File: config.mk
export PLATFORM = sky130hd
export DESIGN_NAME = mu_pipe
export DESIGN_NICKNAME = d
export VERILOG_FILES = /design/src/rtl/mu_pipe.sv
export SDC_FILE = /design/constraint.sdc
export NUM_CORES = 2
export LEC_CHECK = 0
export ABC_AREA = 1
export BUFFER_PORTS_ARGS = -buffer_cell sky130_fd_sc_hd__buf_2
export CORE_UTILIZATION = 60
export CTS_CLUSTER_SIZE = 12
export DETAILED_ROUTE_END_ITERATION = 10
export GPL_TIMING_DRIVEN = 0
export PLACE_DENSITY = 0.8
export SYNTH_ARGS = -nofsm -noshare
export SYNTH_HDL_FRONTEND = slang
export SYNTH_SLANG_ARGS = --single-unit
File: constraint.sdc
create_clock -name clk -period 1.6 [get_ports clk]
set_clock_uncertainty 0.2 [all_clocks]
set_input_delay 0.32 -clock clk [delete_from_list [all_inputs] [get_ports clk]]
set_output_delay 0.32 -clock clk [all_outputs]
set_load 0.01 [all_outputs]
File: src/rtl/mu_pipe.sv
// Pipelined RV32M/RV64M multiply unit: in-order results after STAGES cycles, with tag.
// Optional synchronous pipe flush is compiled in when MU_FLUSH_EN is defined.
module mu_pipe #(
   parameter int unsigned XLEN   = 32,
   parameter int unsigned STAGES = 3,
   parameter int unsigned TAGW   = 5
) (
   input  logic            clk,
   input  logic            rst_n,
`ifdef MU_FLUSH_EN
   input  logic            flush,
`endif
   input  logic            in_valid,
   output logic            in_ready,
   input  logic [XLEN-1:0] a,
   input  logic [XLEN-1:0] b,
   input  logic [1:0]      mulctl,
   input  logic [TAGW-1:0] in_tag,
   output logic            out_valid,
   input  logic            out_ready,
   output logic [XLEN-1:0] mulres,
   output logic [TAGW-1:0] out_tag
);

   logic                   flush_w;
   logic                   stall;
   logic                   a_sgn;
   logic                   b_sgn;
   logic signed [2*XLEN-1:0] a_ext;
   logic signed [2*XLEN-1:0] b_ext;
   logic signed [2*XLEN-1:0] prod;
   logic [XLEN-1:0]        sel;

   logic                   valid_q [STAGES];
   logic [XLEN-1:0]        res_q   [STAGES];
   logic [TAGW-1:0]        tag_q   [STAGES];

`ifdef MU_FLUSH_EN
   assign flush_w = flush;
`else
   assign flush_w = 1'b0;
`endif

   assign out_valid = valid_q[STAGES-1];
   assign mulres    = res_q[STAGES-1];
   assign out_tag   = tag_q[STAGES-1];
   assign stall     = out_valid & ~out_ready;
   assign in_ready  = ~stall;

   // Extending straight to 2*XLEN keeps the low 2*XLEN product bits exact,
   // which is all either result select needs.
   always_comb begin
      a_sgn = (mulctl == 2'b01) || (mulctl == 2'b10);
      b_sgn = (mulctl == 2'b01);
      a_ext = {{XLEN{a_sgn & a[XLEN-1]}}, a};
      b_ext = {{XLEN{b_sgn & b[XLEN-1]}}, b};
      prod  = a_ext * b_ext;
      if (mulctl == 2'b00) begin
         sel = prod[XLEN-1:0];
      end else begin
         sel = prod[2*XLEN-1:XLEN];
      end
   end

   always_ff @(posedge clk or negedge rst_n) begin
      if (!rst_n) begin
         for (int i = 0; i < int'(STAGES); i++) begin
            valid_q[i] <= 1'b0;
         end
      end else if (flush_w) begin
         for (int i = 0; i < int'(STAGES); i++) begin
            valid_q[i] <= 1'b0;
         end
      end else if (!stall) begin
         valid_q[0] <= in_valid;
         for (int i = 1; i < int'(STAGES); i++) begin
            valid_q[i] <= valid_q[i-1];
         end
      end
   end

   // Stage 1 only loads on a real op so undriven operands during bubbles never reach the outputs.
   always_ff @(posedge clk or negedge rst_n) begin
      if (!rst_n) begin
         for (int i = 0; i < int'(STAGES); i++) begin
            res_q[i] <= '0;
            tag_q[i] <= '0;
         end
      end else if (!stall && !flush_w) begin
         if (in_valid) begin
            res_q[0] <= sel;
            tag_q[0] <= in_tag;
         end
         for (int i = 1; i < int'(STAGES); i++) begin
            res_q[i] <= res_q[i-1];
            tag_q[i] <= tag_q[i-1];
         end
      end
   end

endmodule
======== Yosys cells after proc, flatten, opt, wreduce, memory -nomap -nowiden ========
Cells that the tools add are included.
storage, ports and cells
  register bits after elaboration ......... 114
  output and inout bits ................... 39
cells by class
  multipliers ............................. 1
  equality and inequality tests ........... 2
  mux-type cells .......................... 1
  bitwise logic cells ..................... 5
  reductions and logical operators ........ 3
operators by type and width
  operator            count
  $mul 33x33->64      1
  $mux 32             1
  $and 1x1->1         3
  $eq 2x1->1 const B  1
  $eq 2x2->1 const B  1
  $logic_not 2->1     1
  $not 1->1           2
  $reduce_and 2->1    1
  $logic_or 1x1->1    1

======== Logic depth before layout (Yosys ltp) ========
  word-level depth ........................ 5
  gate-level depth with buffers ........... 36
  depth with buffers taken out ............ 35

======== Least setup slack after synthesis ========
OpenSTA, ideal clock, no wires.
  path type ............................... input-to-reg
  start point ............................. input mulctl[0]
  end point ............................... register res_q[95] (netlist bit)
  arrival ................................. 7595 ps
  data required time ...................... 1323 ps
  slack ................................... -6272 ps
  stages on the path ...................... 33
  cell sequence ........................... inv_1 > ha_1 > nand2_1 > inv_1 > clkbuf_1 > nand2_1 > inv_1 > fa_1 > inv_1 > fa_1 > inv_1 > fa_1 > inv_1 > fa_1 > fa_1 > inv_1 > fa_1 > inv_1 > fa_1 > fa_1 > inv_1 > ha_1 > nand2_1 > nor3_1 > nand2_1 > nor2_1 > and2_1 > nand2_1 > nand2_1 > inv_1 > nand2_1 > nand3_1 > a21oi_1
on the way
  longest elaborated chain between the ends .. 5
  elaborated cells on any way between the ends .. 8
  those cells by class .................... mul: 1; eq/ne: 2; mux: 1; bitwise: 2; reduce/logical: 2
ends and longest elaborated chain
  element                                   RTL line  text
  start, declared                           17        input logic [1:0] mulctl,
  $eq 2x1->1 or $eq 2x2->1 (tied branches)  53, 54
  $logic_or 1x1->1                          53        a_sgn = (mulctl == 2'b01) || (mulctl == 2'b10);
  $and 1x1->1                               55        a_ext = {{XLEN{a_sgn & a[XLEN-1]}}, a};
  $mul 33x33->64                            57        prod = a_ext * b_ext;
  $mux 32 (*)                               58        if (mulctl == 2'b00) begin
  end signal, assigned by index             95        res_q[i] <= res_q[i-1];
  end, declared                             35        logic [XLEN-1:0] res_q [STAGES];
Mark *: on every way between the ends. The rest lies on a longest branch, timed or not.
A chain may end at the register's enable or synchronous reset.

======== Final worst setup path ========
  start point ............................. input mulctl[0]
  end point ............................... register res_q[85] (netlist bit)
Same word-level chain as after synthesis.

==> flow_metrics.env <==
export IMPL_ys_seq_elements=114
export IMPL_grt_pass1_wl_um=255000
export IMPL_crit_path_end_kind="flop"
export IMPL_seq_area_frac_synth=0.0634
export IMPL_grt_max_degree=72
export IMPL_cp_arrival_ns=7.72
export IMPL_cp_top_family="adder cells"
export IMPL_critPathKind="in2reg"
export IMPL_die_area_mm2=0.0760
export IMPL_reg2reg_from="out_valid"
export IMPL_crit_fanout=7
export IMPL_core_region_area_mm2=0.0743
export IMPL_cp_depth=33
export IMPL_syn_area_per_cell_um2=7.87
export IMPL_start_util=0.605
export IMPL_num_io_pins=114
export IMPL_r2r_end="res_q[91]"
export IMPL_wire_per_inst_um=25.8
export IMPL_cts_clk_slew_worst_paths_ns=0.06
export IMPL_fmax_mhz=132
export IMPL_cts_inserted_buffers=17
export IMPL_slowest_stage="fa_2"
export IMPL_r2r_cells=9
export IMPL_cp_startpoint="mulctl[0]"
export IMPL_startpoint_type="input pin"
export IMPL_cts_max_path_buffers=2
export IMPL_hp_class="in2reg"
export IMPL_rsz0062_at_grt="yes"
export IMPL_drive_gt1_frac=0.178
export IMPL_cp_common_cell="fa_1"
export IMPL_violations="negative setup slack"
export IMPL_outcome="finished, violations left"
export IMPL_synth_top_area_frac=0.501
export IMPL_syn2layout_area_growth_pct=17.9
export IMPL_track_usage=0.477
export IMPL_synthCells=5717
export IMPL_rrSetupSlack_ns=-0.57
export IMPL_timing_hold_ws_ns=0.0739
export IMPL_cp_required_ns=1.76
export IMPL_vias=39600
export IMPL_die_w_um=276
export IMPL_timing_slew_headroom=0.378
export IMPL_layout_commonest_cell="inv_1"
export IMPL_setup_tns_ns=-183.98
export IMPL_firstDrtPassIters=6
export IMPL_hold_viol=0
export IMPL_drc=0
export IMPL_synth_cell_type_count=35
export IMPL_tritoncts="done"
export IMPL_cap_viol_max_count=0
export IMPL_synthArstFlopShare=1.00
export IMPL_antenna_found_initial=6
export IMPL_fin_crit_sh=4.73
export IMPL_overflow=0
export IMPL_synth_top_cells_by_area="fa_1 (50%), inv_1 (14%), nand2_1 (13%), dfrtp_1 (6.3%), ha_1 (6.0%)"
export IMPL_via_per_inst=5.73
export IMPL_dp_hpwl_um=145000
export IMPL_yosysTopAreaCell="fa_1"
export IMPL_netlist_area_mm2=0.0450
export IMPL_postLayoutCoreUtil=0.713
export IMPL_final_cell_mix="inv_1 (1,620), nand2_1 (1,475), fa_1 (1,077), ha_1 (171), buf_4 (169)"
export IMPL_tightest_slew_ns=0.931
export IMPL_synth_nets=7131
export IMPL_drt_wl_total_um=178000
export IMPL_ys_warn_count=0
export IMPL_crit_end="res_q[85]"
export IMPL_finalWorstSetupSlack_ns=-5.97
export IMPL_drt_iter0_markers=4234
export IMPL_rows=100
export IMPL_cts_sinks=114
export IMPL_cts_root_buf="clkbuf_16"
export IMPL_clock_latency_ns=0.43
export IMPL_die_height_um=276
export IMPL_postRouteAntennaNets=0
export IMPL_h_tree_depth=4
export IMPL_gp_congestion=1.08
export IMPL_synth_edf_count=0
export IMPL_nFillCells=5833
export IMPL_fin_crit_ns=7.57
export IMPL_finalNetCount=7342
export IMPL_io_buffers=49
export IMPL_finalSetupViolCount=43
export IMPL_synth_flop_cell="dfrtp_1"
export IMPL_grt_pass1_vias=40100
export IMPL_crit_buf_inv=13
export IMPL_hp_start="b[0]"
export IMPL_max_stage_delay_ns=0.70
export IMPL_slew_viol_final=0
-- logic make-up after synthesis --
logic type | share of synthesized area
and+or+nand+nor | 0.172
adders and majority gates | 0.560
DFF | 0.0634
xor gates and xnor gates | 0.00117
buffers and inverters | 0.172
AOI/OAI and AO/OA | 0.0305
-- layout make-up --
cell class                 count  area, um2  share of cell area
antenna                        2       5.00           0.0000944
buffer                       305       3110              0.0587
clock buffer                  17        425             0.00803
clock inverter                15        138             0.00260
inverter                    1697       6420               0.121
multi-input combinational   3579      36900               0.696
sequential                   114       2850              0.0538
tap                          969       1210              0.0229
timing repair buffer         214       1930              0.0365
-- routing by layer --
layer  global-route usage  routed length [um]
met5                    0                   0
met1                0.636               64800
met2                0.684               73700
met3                0.120               23400
met4                0.335               16300
-- synthesized netlist by cell type (2+ instances only) --
master,instances
xor2_1,5
nand3_2,5
or2_2,10
buf_2,4
nor2_1,193
buf_4,38
ha_1,214
a21oi_1,107
clkbuf_1,285
inv_1,1695
a21o_1,2
o21ai_0,105
nand3b_1,3
nand4_1,20
nor3_2,3
dfrtp_1,114
nor3_1,7
o21ai_1,19
nor4_1,2
nand2_1,1611
nand2_2,6
nand3_1,102
a21oi_2,6
o21bai_1,17
nor2_2,10
fa_1,1125
-- sequential cells by signal, summed over array words and instances (netlist names) --
signal     flops
res_q         64
mulres        32
tag_q         10
out_tag        5
out_valid      1
valid_q        2
-- stage by stage --
step | worst slack (ns) | instance area (um2) | std cells
after floorplan | -5.76 | 46200 | 5717
after CTS | -5.85 | 51000 | 6841
after global routing | -6.12 | 53000 | 6911
final | -5.97 | 53000 | 6912
after global placement | -7.40 | 47600 | 6735
after detailed placement | -7.48 | 47600 | 6736
-- worst min-delay path by stage --
stage | end | slack [ns] | depth (start not counted)
finish | res_q[64] | 0.07 | 3
floorplan | mulres[0] | -0.18 | 0
CTS | res_q[64] | 0.11 | 3
global route | res_q[64] | 0.13 | 3
global placement | out_valid | 0.23 | 2
detailed placement | mulres[16] | 0.15 | 1
-- worst register-to-register path: cells and delay by family, from the launching register on --
family | cells | cell delay, ns
AND/OR/NAND/NOR | 2 | 0.15
buffers and inverters | 5 | 0.95
AO/OA/AOI/OAI | 2 | 0.38
flip-flops | 1 | 0.38
-- timing repair --
action                                 4_1_cts  5_1_grt
setup buffers                               69       85
setup endpoints to repair                   97      135
resized for setup                          633      559
hold buffers                                 6        0
cloned                                       0        4
pin swaps                                  137      116
endpoints found under the hold margin       48        0
Power is left out: the tool's default activity adds up to more than one toggle a clock period on the data nets, which glitch-free logic cannot reach.
